$ cat src/rtl/game_pkg.sv
// Shared state codes and output-width helpers for the invaders game-flow controller.
// Code 7 is deliberately left out of the enum; the FSM treats it as illegal.
package game_pkg;

    typedef enum logic [2:0] {
        ST_START       = 3'd0,
        ST_PLAY        = 3'd1,
        ST_PAUSE       = 3'd2,
        ST_LEVEL_CLEAR = 3'd3,
        ST_LIFE_LOST   = 3'd4,
        ST_WIN         = 3'd5,
        ST_LOSE        = 3'd6
    } state_t;

    // A single-level game still needs a 1-bit level port.
    function automatic int lvl_w(input int num_levels);
        return (num_levels <= 1) ? 1 : $clog2(num_levels);
    endfunction

    function automatic int liv_w(input int num_lives);
        return $clog2(num_lives + 1);
    endfunction

endpackage

$ cat src/rtl/button_conditioner.sv
// Raw board button to one-cycle press pulse: 2-flop synchroniser, debounce counter,
// rising-edge detect. Releases are debounced too but produce no pulse.
module button_conditioner #(
    parameter int DEBOUNCE_CYCLES = 500000
) (
    input  logic clk,
    input  logic reset,
    input  logic raw,
    output logic pressed
);

    localparam int CNT_W = (DEBOUNCE_CYCLES < 1) ? 1 : $clog2(DEBOUNCE_CYCLES + 1);
    localparam logic [CNT_W-1:0] CNT_LAST = CNT_W'(DEBOUNCE_CYCLES - 1);

    logic [1:0]       sync;
    logic [CNT_W-1:0] cnt;
    logic             stable;
    logic             stable_d;

    always_ff @(posedge clk or posedge reset) begin
        if (reset) begin
            sync     <= '0;
            cnt      <= '0;
            stable   <= 1'b0;
            stable_d <= 1'b0;
            pressed  <= 1'b0;
        end else begin
            sync     <= {sync[0], raw};
            stable_d <= stable;
            pressed  <= stable & ~stable_d;
            // The new level is accepted only after DEBOUNCE_CYCLES consecutive disagreeing samples.
            if (sync[1] == stable) begin
                cnt <= '0;
            end else if (cnt == CNT_LAST) begin
                cnt    <= '0;
                stable <= sync[1];
            end else begin
                cnt <= cnt + CNT_W'(1);
            end
        end
    end

endmodule

$ cat src/rtl/game_flow_fsm.sv
// Game-flow controller: sequences start/play/pause/level-clear/life-lost/win/lose phases.
// Define GAME_PAUSE_EN to build the PAUSE state; otherwise pause_button is ignored.
module game_flow_fsm
    import game_pkg::*;
#(
    parameter int DEBOUNCE_CYCLES = 500000,
    parameter int DELAY_CYCLES    = 50000000,
    parameter int NUM_LEVELS      = 4,
    parameter int NUM_LIVES       = 3,
    localparam int LVL_W          = lvl_w(NUM_LEVELS),
    localparam int LIV_W          = liv_w(NUM_LIVES)
) (
    input  logic             clk,
    input  logic             reset,
    input  logic             start_button,
    input  logic             fire_button,
    input  logic             pause_button,
    input  logic             wave_cleared,
    input  logic             player_hit,
    output logic [2:0]       game_state,
    output logic [LVL_W-1:0] level,
    output logic [LIV_W-1:0] lives,
    output logic             game_reset,
    output logic             wave_reset,
    output logic             respawn
);

    localparam int TMR_W = $clog2(DELAY_CYCLES + 1);
    localparam logic [TMR_W-1:0] TMR_LAST = TMR_W'(DELAY_CYCLES - 1);
    localparam logic [LVL_W-1:0] LVL_LAST = LVL_W'(NUM_LEVELS - 1);
    localparam logic [LIV_W-1:0] LIV_FULL = LIV_W'(NUM_LIVES);

    state_t           state;
    logic [TMR_W-1:0] timer;
    logic             timer_done;
    logic             start_pressed;
    logic             fire_pressed;

    assign game_state = state;
    assign timer_done = (timer == TMR_LAST);

    button_conditioner #(.DEBOUNCE_CYCLES(DEBOUNCE_CYCLES)) u_start (
        .clk(clk), .reset(reset), .raw(start_button), .pressed(start_pressed)
    );

    button_conditioner #(.DEBOUNCE_CYCLES(DEBOUNCE_CYCLES)) u_fire (
        .clk(clk), .reset(reset), .raw(fire_button), .pressed(fire_pressed)
    );

`ifdef GAME_PAUSE_EN
    logic pause_pressed;

    button_conditioner #(.DEBOUNCE_CYCLES(DEBOUNCE_CYCLES)) u_pause (
        .clk(clk), .reset(reset), .raw(pause_button), .pressed(pause_pressed)
    );
`else
    logic unused_pause;
    assign unused_pause = pause_button;
`endif

    always_ff @(posedge clk or posedge reset) begin
        if (reset) begin
            state      <= ST_START;
            level      <= '0;
            lives      <= LIV_FULL;
            game_reset <= 1'b1;
            wave_reset <= 1'b0;
            respawn    <= 1'b0;
            timer      <= '0;
        end else begin
            game_reset <= 1'b0;
            wave_reset <= 1'b0;
            respawn    <= 1'b0;
            if (!timer_done) timer <= timer + TMR_W'(1);

            // Every transition below also clears the phase timer.
            case (state)
                ST_START: begin
                    if (start_pressed) begin
                        state      <= ST_PLAY;
                        timer      <= '0;
                        game_reset <= 1'b1;
                        level      <= '0;
                        lives      <= LIV_FULL;
                    end
                end
                ST_PLAY: begin
                    if (player_hit) begin
                        timer <= '0;
                        if (lives <= LIV_W'(1)) begin
                            lives <= '0;
                            state <= ST_LOSE;
                        end else begin
                            lives <= lives - LIV_W'(1);
                            state <= ST_LIFE_LOST;
                        end
                    end else if (wave_cleared) begin
                        timer <= '0;
                        state <= (level >= LVL_LAST) ? ST_WIN : ST_LEVEL_CLEAR;
`ifdef GAME_PAUSE_EN
                    end else if (pause_pressed) begin
                        timer <= '0;
                        state <= ST_PAUSE;
`endif
                    end
                end
`ifdef GAME_PAUSE_EN
                ST_PAUSE: begin
                    if (start_pressed) begin
                        state      <= ST_START;
                        timer      <= '0;
                        game_reset <= 1'b1;
                    end else if (pause_pressed) begin
                        state <= ST_PLAY;
                        timer <= '0;
                    end
                end
`endif
                ST_LEVEL_CLEAR: begin
                    if (timer_done) begin
                        state      <= ST_PLAY;
                        timer      <= '0;
                        wave_reset <= 1'b1;
                        if (level < LVL_LAST) level <= level + LVL_W'(1);
                    end
                end
                ST_LIFE_LOST: begin
                    if (timer_done) begin
                        state   <= ST_PLAY;
                        timer   <= '0;
                        respawn <= 1'b1;
                    end
                end
                ST_WIN: begin
                    // Presses during the lockout are dropped, not held over.
                    if (timer_done && start_pressed) begin
                        state      <= ST_START;
                        timer      <= '0;
                        game_reset <= 1'b1;
                    end
                end
                ST_LOSE: begin
                    if (timer_done && start_pressed) begin
                        state      <= ST_START;
                        timer      <= '0;
                        game_reset <= 1'b1;
                    end else if (timer_done && fire_pressed) begin
                        state      <= ST_PLAY;
                        timer      <= '0;
                        game_reset <= 1'b1;
                        level      <= '0;
                        lives      <= LIV_FULL;
                    end
                end
                default: begin
                    state      <= ST_START;
                    timer      <= '0;
                    game_reset <= 1'b1;
                end
            endcase
        end
    end

endmodule

$ cat config.mk
export PLATFORM = sky130hd
export DESIGN_NAME = game_flow_fsm
export DESIGN_NICKNAME = d
export VERILOG_FILES = /design/src/rtl/game_pkg.sv /design/src/rtl/button_conditioner.sv /design/src/rtl/game_flow_fsm.sv
export SDC_FILE = /design/constraint.sdc
export NUM_CORES = 1
export LEC_CHECK = 0
export BUFFER_PORTS_ARGS = -buffer_cell sky130_fd_sc_hd__buf_2
export CORE_MARGIN = 1
export CORE_UTILIZATION = 50
export DETAILED_ROUTE_END_ITERATION = 10
export PLACE_DENSITY = 0.75
export SYNTH_ARGS = -nofsm -noshare
export SYNTH_HDL_FRONTEND = slang
export SYNTH_SLANG_ARGS = --single-unit
$ cat constraint.sdc
create_clock -name clk -period 3.7 [get_ports clk]
set_input_delay 0.185 -clock clk [delete_from_list [all_inputs] [get_ports clk]]
set_output_delay 0.185 -clock clk [all_outputs]
set_load 0.005 [all_outputs]
==> results of run 1 <==
## logic make-up after synthesis
family	after synthesis	synth area share, %
flip-flops	84	49.88
AND/OR/NAND/NOR	224	25.99
adder cells (fa/ha/maj)	5	1.482
AO/OA/AOI/OAI	41	6.669
multiplexers	3	0.7706
buffers and inverters	29	2.964
XOR/XNOR	59	12.24
## state kept, by name, summed over array words and instances (netlist names), 2 cells and up
register,flops
game_state,3
level,2
lives,2
timer,26
u_fire.cnt,19
u_fire.sync,2
u_start.cnt,19
u_start.sync,2
## power breakdown
part,switching (mW),internal (mW)
combinational,0.0298,0.0113
sequential,0.00628,0.925
clock,0.319,0.401
total,0.355,1.34
## routing by layer
metal / vias to the layer above / wire [µm] / share of wire, % / GRT usage [%]
met5: - / 0 / 0 / 0
met4: 0 / 79 / 1.1 / 4.487
met3: 10 / 259 / 3.6 / 5.259
met2: 53 / 3343 / 46 / 29.74
met1: 1431 / 3590 / 49 / 23.93
li1: 1548 / - / - / -
## metrics by stage
step	cells	hold WS, ns
finish	573	-0.01230
global route	573	0.06755
CTS	573	0.01429
detailed placement	555	0.2944
global placement	555	0.2939
floorplan	445	0.2164
## layout make-up
class / instances / area [µm²] / area share (%)
Sequential cell: 84 / 2106 / 45.46
Multi-Input combinational cell: 332 / 1991 / 42.98
Clock buffer: 11 / 141.4 / 3.052
Tap cell: 105 / 131.4 / 2.836
Timing Repair Buffer: 20 / 117.6 / 2.539
Clock inverter: 5 / 83.83 / 1.810
Inverter: 16 / 61.31 / 1.324
## worst max path at each step
stage                          end  slack [ns]  cells past startpoint  startpoint
after floorplan           timer[0]        1.22                      9   timer[10]
after global placement    timer[0]        1.18                      8   timer[10]
after detailed placement  timer[0]        1.13                      8   timer[10]
after CTS                 timer[0]        1.12                      8   timer[10]
after global routing      timer[0]        0.97                      9    timer[0]
final                     timer[0]        1.14                      8   timer[10]
## worst max-delay path, cell delays in order (launching register included)
cell,delay [ns]
dfrtp_1,0.42
or4b_1,0.53
or4_4,0.50
nor2_8,0.19
inv_2,0.15
ha_1,0.32
nor3b_1,0.18
o21ai_0,0.10
o211ai_1,0.09
## placed cells by master (no fill, tap or decap), drive strengths merged, types with 2 or more instances in the layout
cell and n:
buf 18, xnor2 32, mux2 2, ha 5, and4 2, or4 2, o2111ai 2, or2 3
clkinvlp 2, nor2b 9, o211ai 3, nor4 9, nand2 36, nor3 15, a21oi 7, dlygate4sd3 2
xor2 27, nand3 27, and3 11, inv 16, clkbuf 11, bufinv 2, a211o 2, nor3b 3
nand2b 4, nor2 84, nand4 11, o21ai 15, dfstp 3, a31oi 3, or3 2, dfrtp 81
## timing repair
item                                    4_1_cts  5_1_grt
endpoints found under the setup margin        0        0
hold endpoints to repair                      2        0
resized for setup                             0        0
hold buffers                                  2        0
==> reports/results.ini, run 1 <==
[cts]
clk_path_buf_depth = 2
insertion_delay_ns = 0.34
numCtsBuffers = 9
cts_num_sinks = 84
cts.clk_slew.worst_paths_ns = 0.08
htreeDepth = 3
post_cts_buffers = 0
cts_root_buf = clkbuf_8
cts_tree = yes

[finish]
fin_nets = 475
area_growth_syn_to_layout_pct = 9.721
final_core_util_pct = 56.66
n_fill_cell = 682
drive_gt1_share_pct = 11.11
antenna_cells = 0
finalInstanceArea_um2 = 4632

[worst_setup_path]
reg2reg_to = timer[0]
critPathArrivalTime_ns = 2.82
worstSetupPathType = reg2reg
crit-reg2reg-launch = timer[10]
start_kind = flip-flop
crit_path_end_kind = flip-flop
cp_data_required_time_ns = 3.96
rr_worst_depth = 8
crit_fanout = 13
r2r_setup_slack_ns = 1.14

[logic_synthesis]
yosys-top-cells-count = 83 x nor2_1, 81 x dfrtp_1, 36 x nand2_1, 32 x xnor2_1
post-synth-top-count-cell = nor2_1
yosys_warnings = 0
synth_seq_area_share_pct = 49.88
synth_fp_nets = 457
netlist.area_leader.share_pct = 48.01
ys_seq_elements = 84
synth-main-ff-cell = dfrtp_1
yosysTopAreaCell = dfrtp_1
synthTopCellsByArea = dfrtp_1 48%, nor2_1 7.4%, xnor2_1 6.6%
ys_types = 51
synth.avg_cell_area_um2 = 9.487
synth-edff-count = 0
syn_area_um2 = 4222
netlist_instances = 445
async_reset_ff_share_pct = 100.0

[grt]
grt_pass1_wl_um = 12790
grt-ovfl-total = 0
grt_pass1_vias = 2938
antenna_found_initial = 0
grt_max_degree = 57
grt_usage_pct = 18.26

[timing]
tightestPinTransition_ns = 0.8825
fin_crit_ns = 2.563
hold_violations = 15
whs_ns = -0.01230
fmax_mhz = 390.2
fin_ws_ns = 1.137
final_max_slew_viol_count = 0
rsz0062_at_grt = false
setup_viol_count_final = 0
slew_headroom_pct = 41.10
timing.setup.tns_ns = 0
period_share_pct = 69.26
finalClockSkew_ns = 0.007386

[drt]
viasPerCell = 5.309
drt_iter0_drc = 136
wl_um = 7272
drtAntennaViolNets = 0
remaining_drc_errors = 0
via_count = 3042
avgRoutedWirePerCell_um = 12.69
firstDrtPassIters = 4

[power]
p_leak_nw = 1.854
power_density_nw_per_um2 = 365.3
p_total_mw = 1.692
vdd_ir_drop_max_mv = 0.2809

[floorplan]
die_area_um2 = 8814
io_pins = 17
core_um2 = 8175
rows = 33
start_util_pct = 51.64
die_y_um = 93.89
dieWidth_um = 93.89

[placed_design]
dp_slack_ns = 1.132
place_hpwl_um = 4996
place_congestion = 0.7970
postPlaceCellArea_um2 = 4387
io_buffers = 15

[worst_hold_path]
min-delay-path-class = in2async

[outcome]
status = finished, violations left
violations = negative hold slack

[flow_run]
drv_cap = 0

(Power assumes the default switching activity.)
==> run 2: changes to the inputs <==
--- a/config.mk
+++ b/config.mk
@@ -5,11 +5,12 @@
 export SDC_FILE = /design/constraint.sdc
 export NUM_CORES = 1
 export LEC_CHECK = 0
+export ABC_AREA = 1
 export BUFFER_PORTS_ARGS = -buffer_cell sky130_fd_sc_hd__buf_2
 export CORE_MARGIN = 1
 export CORE_UTILIZATION = 50
 export DETAILED_ROUTE_END_ITERATION = 10
-export PLACE_DENSITY = 0.75
+export PLACE_DENSITY = 0.77
 export SYNTH_ARGS = -nofsm -noshare
 export SYNTH_HDL_FRONTEND = slang
 export SYNTH_SLANG_ARGS = --single-unit
==> constraint.sdc (replaced) <==
create_clock -name clk -period 2.05 [get_ports clk]
set_input_delay 0.1025 -clock clk [delete_from_list [all_inputs] [get_ports clk]]
set_output_delay 0.1025 -clock clk [all_outputs]
set_load 0.005 [all_outputs]
==> run 2 against run 1 <==
Against the previous run: the run now ends clean; flip-flop and latch count unchanged; via count up 39%; sequential share of layout area down 6.9 points; setup slack worse by 0.93 ns; first-iteration DRC count up 49%; worst hold slack better by 0.067 ns; area after synthesis up 15%; sequential power up 80%; design area up 18%; global-route usage up 3.3 points; wire length up 34%.
==> reports/results.ini, run 2 <==
[worst_setup_path]
critPathArrivalTime_ns = 2.10
crit_path_end_kind = flip-flop
start_kind = flip-flop
max_stage_delay_ns = 0.38
r2r_setup_slack_ns = 0.21
cp_data_required_time_ns = 2.31
worstSetupPathType = reg2reg
rr_worst_depth = 12
path_delay_family = simple AND/OR/NAND/NOR gates
crit_path_top_delay_cell = dfrtp_1
reg2reg_to = timer[20]
crit_buf_inv = 5
endpoint = timer[20]
crit_start = timer[1]
crit_fanout = 5
path_common_cell = inv_1
crit-reg2reg-launch = timer[1]
cp_num_cells = 12
crit_chain = ha_1 > inv_1 > nor2_4 > nand2_1 > inv_1 > nand3_1 > inv_1 > nand2_1 > o21ai_0 > inv_1 > nand2_1 > inv_1

[grt]
grt_usage_pct = 21.52
grt-ovfl-total = 0
antenna_found_initial = 0
grt_pass1_wl_um = 17200
grt_pass1_vias = 4057
grt_max_degree = 32

[cts]
cts_num_sinks = 84
cts_tree = yes
htreeDepth = 3
insertion_delay_ns = 0.37
cts_root_buf = clkbuf_8
clk_path_buf_depth = 2
numCtsBuffers = 9
cts.clk_slew.worst_paths_ns = 0.09

[logic_synthesis]
ys_seq_elements = 84
syn_area_um2 = 4870
synth-edff-count = 0
yosys_warnings = 0
netlist.area_leader.share_pct = 41.62
synth-main-ff-cell = dfrtp_1
netlist_instances = 650
synthTopCellsByArea = dfrtp_1 42%, nand2_1 11%, inv_1 8.9%
post-synth-top-count-cell = nand2_1
ys_types = 42
yosysTopAreaCell = dfrtp_1
synth_fp_nets = 662
synth_seq_area_share_pct = 43.24
synth.avg_cell_area_um2 = 7.492
yosys-top-cells-count = 144 x nand2_1, 116 x inv_1, 83 x nor2_1, 81 x dfrtp_1, 44 x nand3_1
async_reset_ff_share_pct = 100.0

[finish]
fin_nets = 702
final_cell_mix = 143 x nand2_1, 115 x inv_1, 83 x nor2_1
multiInputGateArea_um2 = 2283
area_growth_syn_to_layout_pct = 12.05
largest_reg_flops = 26
reg.largest.list = timer: 26 flops, u_fire.cnt: 19 flops, u_start.cnt: 19 flops
drive_gt1_share_pct = 12.81
regMostFlops = timer
register_area_um2 = 2106
fin_cells = 824
n_fill_cell = 825
final_core_util_pct = 58.50
antenna_cells = 0
layout_commonest_cell = nand2_1

[drt]
via_count = 4231
drt_iter0_drc = 203
avgRoutedWirePerCell_um = 11.85
remaining_drc_errors = 0
viasPerCell = 5.135
drtAntennaViolNets = 0
firstDrtPassIters = 5
wl_um = 9764

[floorplan]
die_area_um2 = 10140
dieWidth_um = 100.7
die_y_um = 100.7
io_pins = 17
start_util_pct = 52.21
core_um2 = 9328
rows = 35

[power]
p_int_mw = 2.316
p_sw_share_pct = 23.67
pwr-share-clk_pct = 41.6
share_seq_of_total_power_pct = 55.4
p_leak_nw = 2.767
p_comb_share_pct = 3.0
p_switching_mw = 0.7183
power_density_nw_per_um2 = 556.1
vdd_ir_drop_max_mv = 0.4403

[worst_hold_path]
min-delay-path-class = in2reg

[placed_design]
place_congestion = 0.9039
place_hpwl_um = 7455
io_buffers = 15
numPlacedInstances = 803

[outcome]
status = completed

[timing]
period_share_pct = 89.71
fin_crit_ns = 1.839
fmax_mhz = 543.8
tightestPinTransition_ns = 0.7142
hold_violations = 0
final_max_slew_viol_count = 0
whs_ns = 0.05447
slew_headroom_pct = 52.28
finalClockSkew_ns = 0.01261
setup_viol_count_final = 0
timing.setup.tns_ns = 0
rsz0062_at_grt = false

[flow_run]
drv_cap = 0

## run 2: changes by cell type in the layout (fill, tap and decap cells not counted), sizes merged, moves of 12 or more
cell   previous run  this run
a21oi             7        19
inv              16       123
nand2            36       155
nand3            27        47
nand4            11        26
xnor2            32         4
## run 2: logic make-up after synthesis
| logic type | Yosys count | share of synthesized area [%] |
|---|---|---|
| simple gates | 360 | 34.28 |
| mux | 1 | 0.2312 |
| compound gates | 48 | 5.910 |
| buf+inv | 124 | 10.02 |
| flops | 84 | 43.24 |
| fa+ha+maj | 5 | 1.285 |
| xor+xnor | 28 | 5.036 |
## run 2: layer usage
| metal | wire [µm] | global-route usage, % | vias up |
|---|---|---|---|
| met1 | 4345 | 26.21 | 1946 |
| met4 | 248 | 9.253 | 0 |
| met5 | 0 | 0 | - |
| li1 | - | - | 2131 |
| met3 | 488 | 5.270 | 26 |
| met2 | 4681 | 36.35 | 128 |
## run 2: worst min path at each step
stage	startpoint	end	depth (start not counted)
2_1_floorplan	fire_button	u_fire.sync[0]	0
4_1_cts	wave_cleared	timer[16]	4
6_report	wave_cleared	timer[16]	4
3_5_place_dp	start_button	u_start.sync[0]	1
5_1_grt	wave_cleared	timer[10]	4
3_3_place_gp	fire_button	u_fire.sync[0]	1
## run 2: power by group through the flow
stage | Sequential (mW) | Clock [mW] | Combinational (mW)
6_report | 1.68 | 1.26 | 0.0924
2_1_floorplan | 1.71 | 0 | 0.0548
4_1_cts | 1.68 | 1.31 | 0.0962
5_1_grt | 1.68 | 1.37 | 0.108
3_3_place_gp | 1.71 | 0 | 0.0888
3_5_place_dp | 1.71 | 0 | 0.0920
## run 2: metrics by stage
step	setup slack (ns)	cell area [µm²]	power, mW
global placement	0.2200	5191	1.802
detailed placement	0.1332	5191	1.805
floorplan	0.4104	4873	1.766
global route	0.00001732	5456	3.163
finish	0.2110	5456	3.035
CTS	0.1184	5434	3.086
## run 2: worst reg2reg max path, delay by kind of cell (launching register included)
kind | cells | cell delay (ns)
simple gates | 5 | 0.59
fa+ha+maj | 1 | 0.17
flops | 1 | 0.38
compound gates | 1 | 0.19
buf+inv | 5 | 0.40
## run 2: timing repair
action | in CTS | in global routing
buffers inserted | 0 | 2
hold buffers | 3 | 0
endpoints found under the setup margin | 0 | 19
gates resized for setup | 0 | 3
endpoints found under the hold margin | 28 | 0
## run 2: area by class of cell
cell class	instances	share of cell area, %
timing repair buffer	32	4.311
clock inverter	6	1.376
tap	129	2.958
clock buffer	10	2.522
sequential	84	38.59
multi-input combinational	442	41.85
inverter	121	8.393
==> run 3: changes to the inputs <==
--- a/config.mk
+++ b/config.mk
@@ -5,7 +5,6 @@
 export SDC_FILE = /design/constraint.sdc
 export NUM_CORES = 1
 export LEC_CHECK = 0
-export ABC_AREA = 1
 export BUFFER_PORTS_ARGS = -buffer_cell sky130_fd_sc_hd__buf_2
 export CORE_MARGIN = 1
 export CORE_UTILIZATION = 50
==> run 3 against run 2 <==
Against the previous run: the run now ends with negative setup slack left; power is 3.8% lower; clock skew about the same; fmax down 18%; non-clock buffer count rose by 22; first-iteration DRC count is 35% lower; flip-flop and latch count is the same; critical path depth decreased by 4; setup slack worse by 0.40 ns; combinational power shrank 14%; die area shrank 13%; clock power fell by 8%; design area is 8.2% lower; critical endpoint is now timer[0].
==> reports/results.ini, run 3 (synthesis gave the netlist of run 1 again) <==
[worst_setup_path]
worstSetupPathType = reg2reg
reg2reg_to = timer[0]
critPathArrivalTime_ns = 2.52
crit_fanout = 6
rr_worst_depth = 8
endpoint = timer[0]
start_kind = flip-flop
crit_start = timer[16]
r2r_setup_slack_ns = -0.19
crit_path_end_kind = flip-flop
crit-reg2reg-launch = timer[16]
cp_data_required_time_ns = 2.34

[power]
pwr-share-clk_pct = 39.7
p_comb_share_pct = 2.7
p_switching_mw = 0.7515
p_total_mw = 2.918
power_density_nw_per_um2 = 582.3
share_seq_of_total_power_pct = 57.6
p_sw_share_pct = 25.75
p_leak_nw = 2.015
p_int_mw = 2.167
vdd_ir_drop_max_mv = 0.5896

[cts]
cts_tree = yes
numCtsBuffers = 9
cts_num_sinks = 84
cts.clk_slew.worst_paths_ns = 0.10
insertion_delay_ns = 0.37
htreeDepth = 3
clk_path_buf_depth = 2
cts_root_buf = clkbuf_8

[timing]
finalClockSkew_ns = 0.01285
fmax_mhz = 447.0
whs_ns = 0.07748
fin_crit_ns = 2.237
final_max_slew_viol_count = 0
period_share_pct = 109.1
fin_ws_ns = -0.1871
hold_violations = 0
slew_headroom_pct = 65.44
tightestPinTransition_ns = 0.5173
rsz0062_at_grt = true
setup_viol_count_final = 32

[outcome]
violations = negative setup slack
status = finished, violations left

[placed_design]
dp_slack_ns = -0.2414
place_hpwl_um = 5747
postPlaceCellArea_um2 = 4659
numPlacedInstances = 585
place_congestion = 0.8905
io_buffers = 15

[grt]
grt_pass1_vias = 3231
grt-ovfl-total = 0
grt_pass1_wl_um = 14180
grt_max_degree = 42
antenna_found_initial = 0
grt_usage_pct = 20.44

[floorplan]
die_y_um = 93.89
rows = 33
io_pins = 17
dieWidth_um = 93.89
start_util_pct = 51.64
core_um2 = 8175
die_area_um2 = 8814

[drt]
via_count = 3242
wl_um = 8357
avgRoutedWirePerCell_um = 13.77
remaining_drc_errors = 0
drt_iter0_drc = 131
drtAntennaViolNets = 0
viasPerCell = 5.341
firstDrtPassIters = 4

[finish]
finalInstanceArea_um2 = 5011
antenna_cells = 0
drive_gt1_share_pct = 20.32
final_cell_mix = 83 x nor2_1, 81 x dfrtp_1, 36 x nand2_1
regMostFlops = timer
n_fill_cell = 681
layout_commonest_cell = nor2_1
fin_cells = 607
multiInputGateArea_um2 = 2111
register_area_um2 = 2106
reg.largest.list = timer: 26 flops, u_fire.cnt: 19 flops, u_start.cnt: 19 flops
fin_nets = 509
area_growth_syn_to_layout_pct = 18.70
largest_reg_flops = 26

[flow_run]
drv_cap = 0

[worst_hold_path]
min-delay-path-class = in2reg

-- run 3: power by group through the flow --
stage	Clock, mW	Combinational (mW)	Sequential (mW)
after global placement	0	0.0755	1.71
after CTS	1.18	0.0824	1.68
final	1.16	0.0798	1.68
after global routing	1.24	0.0962	1.68
after detailed placement	0	0.0780	1.71
after floorplan	0	0.0550	1.71
-- run 3: worst min path at each step --
stage                     slack (ns)             end   startpoint  depth (start not counted)
after global routing            0.08   game_state[2]   player_hit                          3
after detailed placement        0.12        level[1]        reset                          2
after floorplan                 0.13  u_fire.sync[0]  fire_button                          0
final                           0.08   game_state[2]   player_hit                          3
after global placement          0.12        level[0]        reset                          2
after CTS                       0.07   game_state[2]   player_hit                          3
-- run 3: repair_timing --
| action | in CTS | in global routing |
|---|---|---|
| setup endpoints to repair | 35 | 51 |
| endpoints found under the hold margin | 17 | 0 |
| pin swaps | 7 | 4 |
| hold buffers | 3 | 0 |
| gates resized for setup | 12 | 16 |
| buffers inserted | 1 | 2 |
-- run 3: layout make-up --
cell class	instances	share of cell area (%)
multi-input cells	332	42.12
clock buffers	9	2.472
flip-flops and latches	84	42.02
well taps	105	2.622
repair buffers	54	8.065
inverters	16	1.373
clock inverters	7	1.323
-- run 3: routing by layer --
| layer | wire [µm] | part of all wire [%] | track usage [%] | vias to the layer above |
|---|---|---|---|---|
| met1 | 3854 | 46 | 26.19 | 1557 |
| met4 | 144 | 1.7 | 6.795 | 0 |
| met3 | 243 | 2.9 | 4.531 | 17 |
| met5 | 0 | 0 | 0 | - |
| met2 | 4116 | 49 | 34.18 | 52 |
| li1 | - | - | - | 1616 |
-- run 3: stage by stage --
stage / util [%] / setup TNS, ns
2_1_floorplan: - / -4.002
3_3_place_gp: 56.99 / -5.133
3_5_place_dp: 56.99 / -6.243
4_1_cts: 60.21 / -3.806
5_1_grt: 61.29 / -6.330
6_report: 61.29 / -4.109
-- run 3: worst max-delay path, cell delays in order (launching register included) --
cell and delay (ns):
dfrtp_1 0.38, or4b_1 0.51, or4_4 0.49, nor2_8 0.15, inv_6 0.07, ha_4 0.22
nor3b_2 0.15, o21ai_1 0.10, o211ai_1 0.10
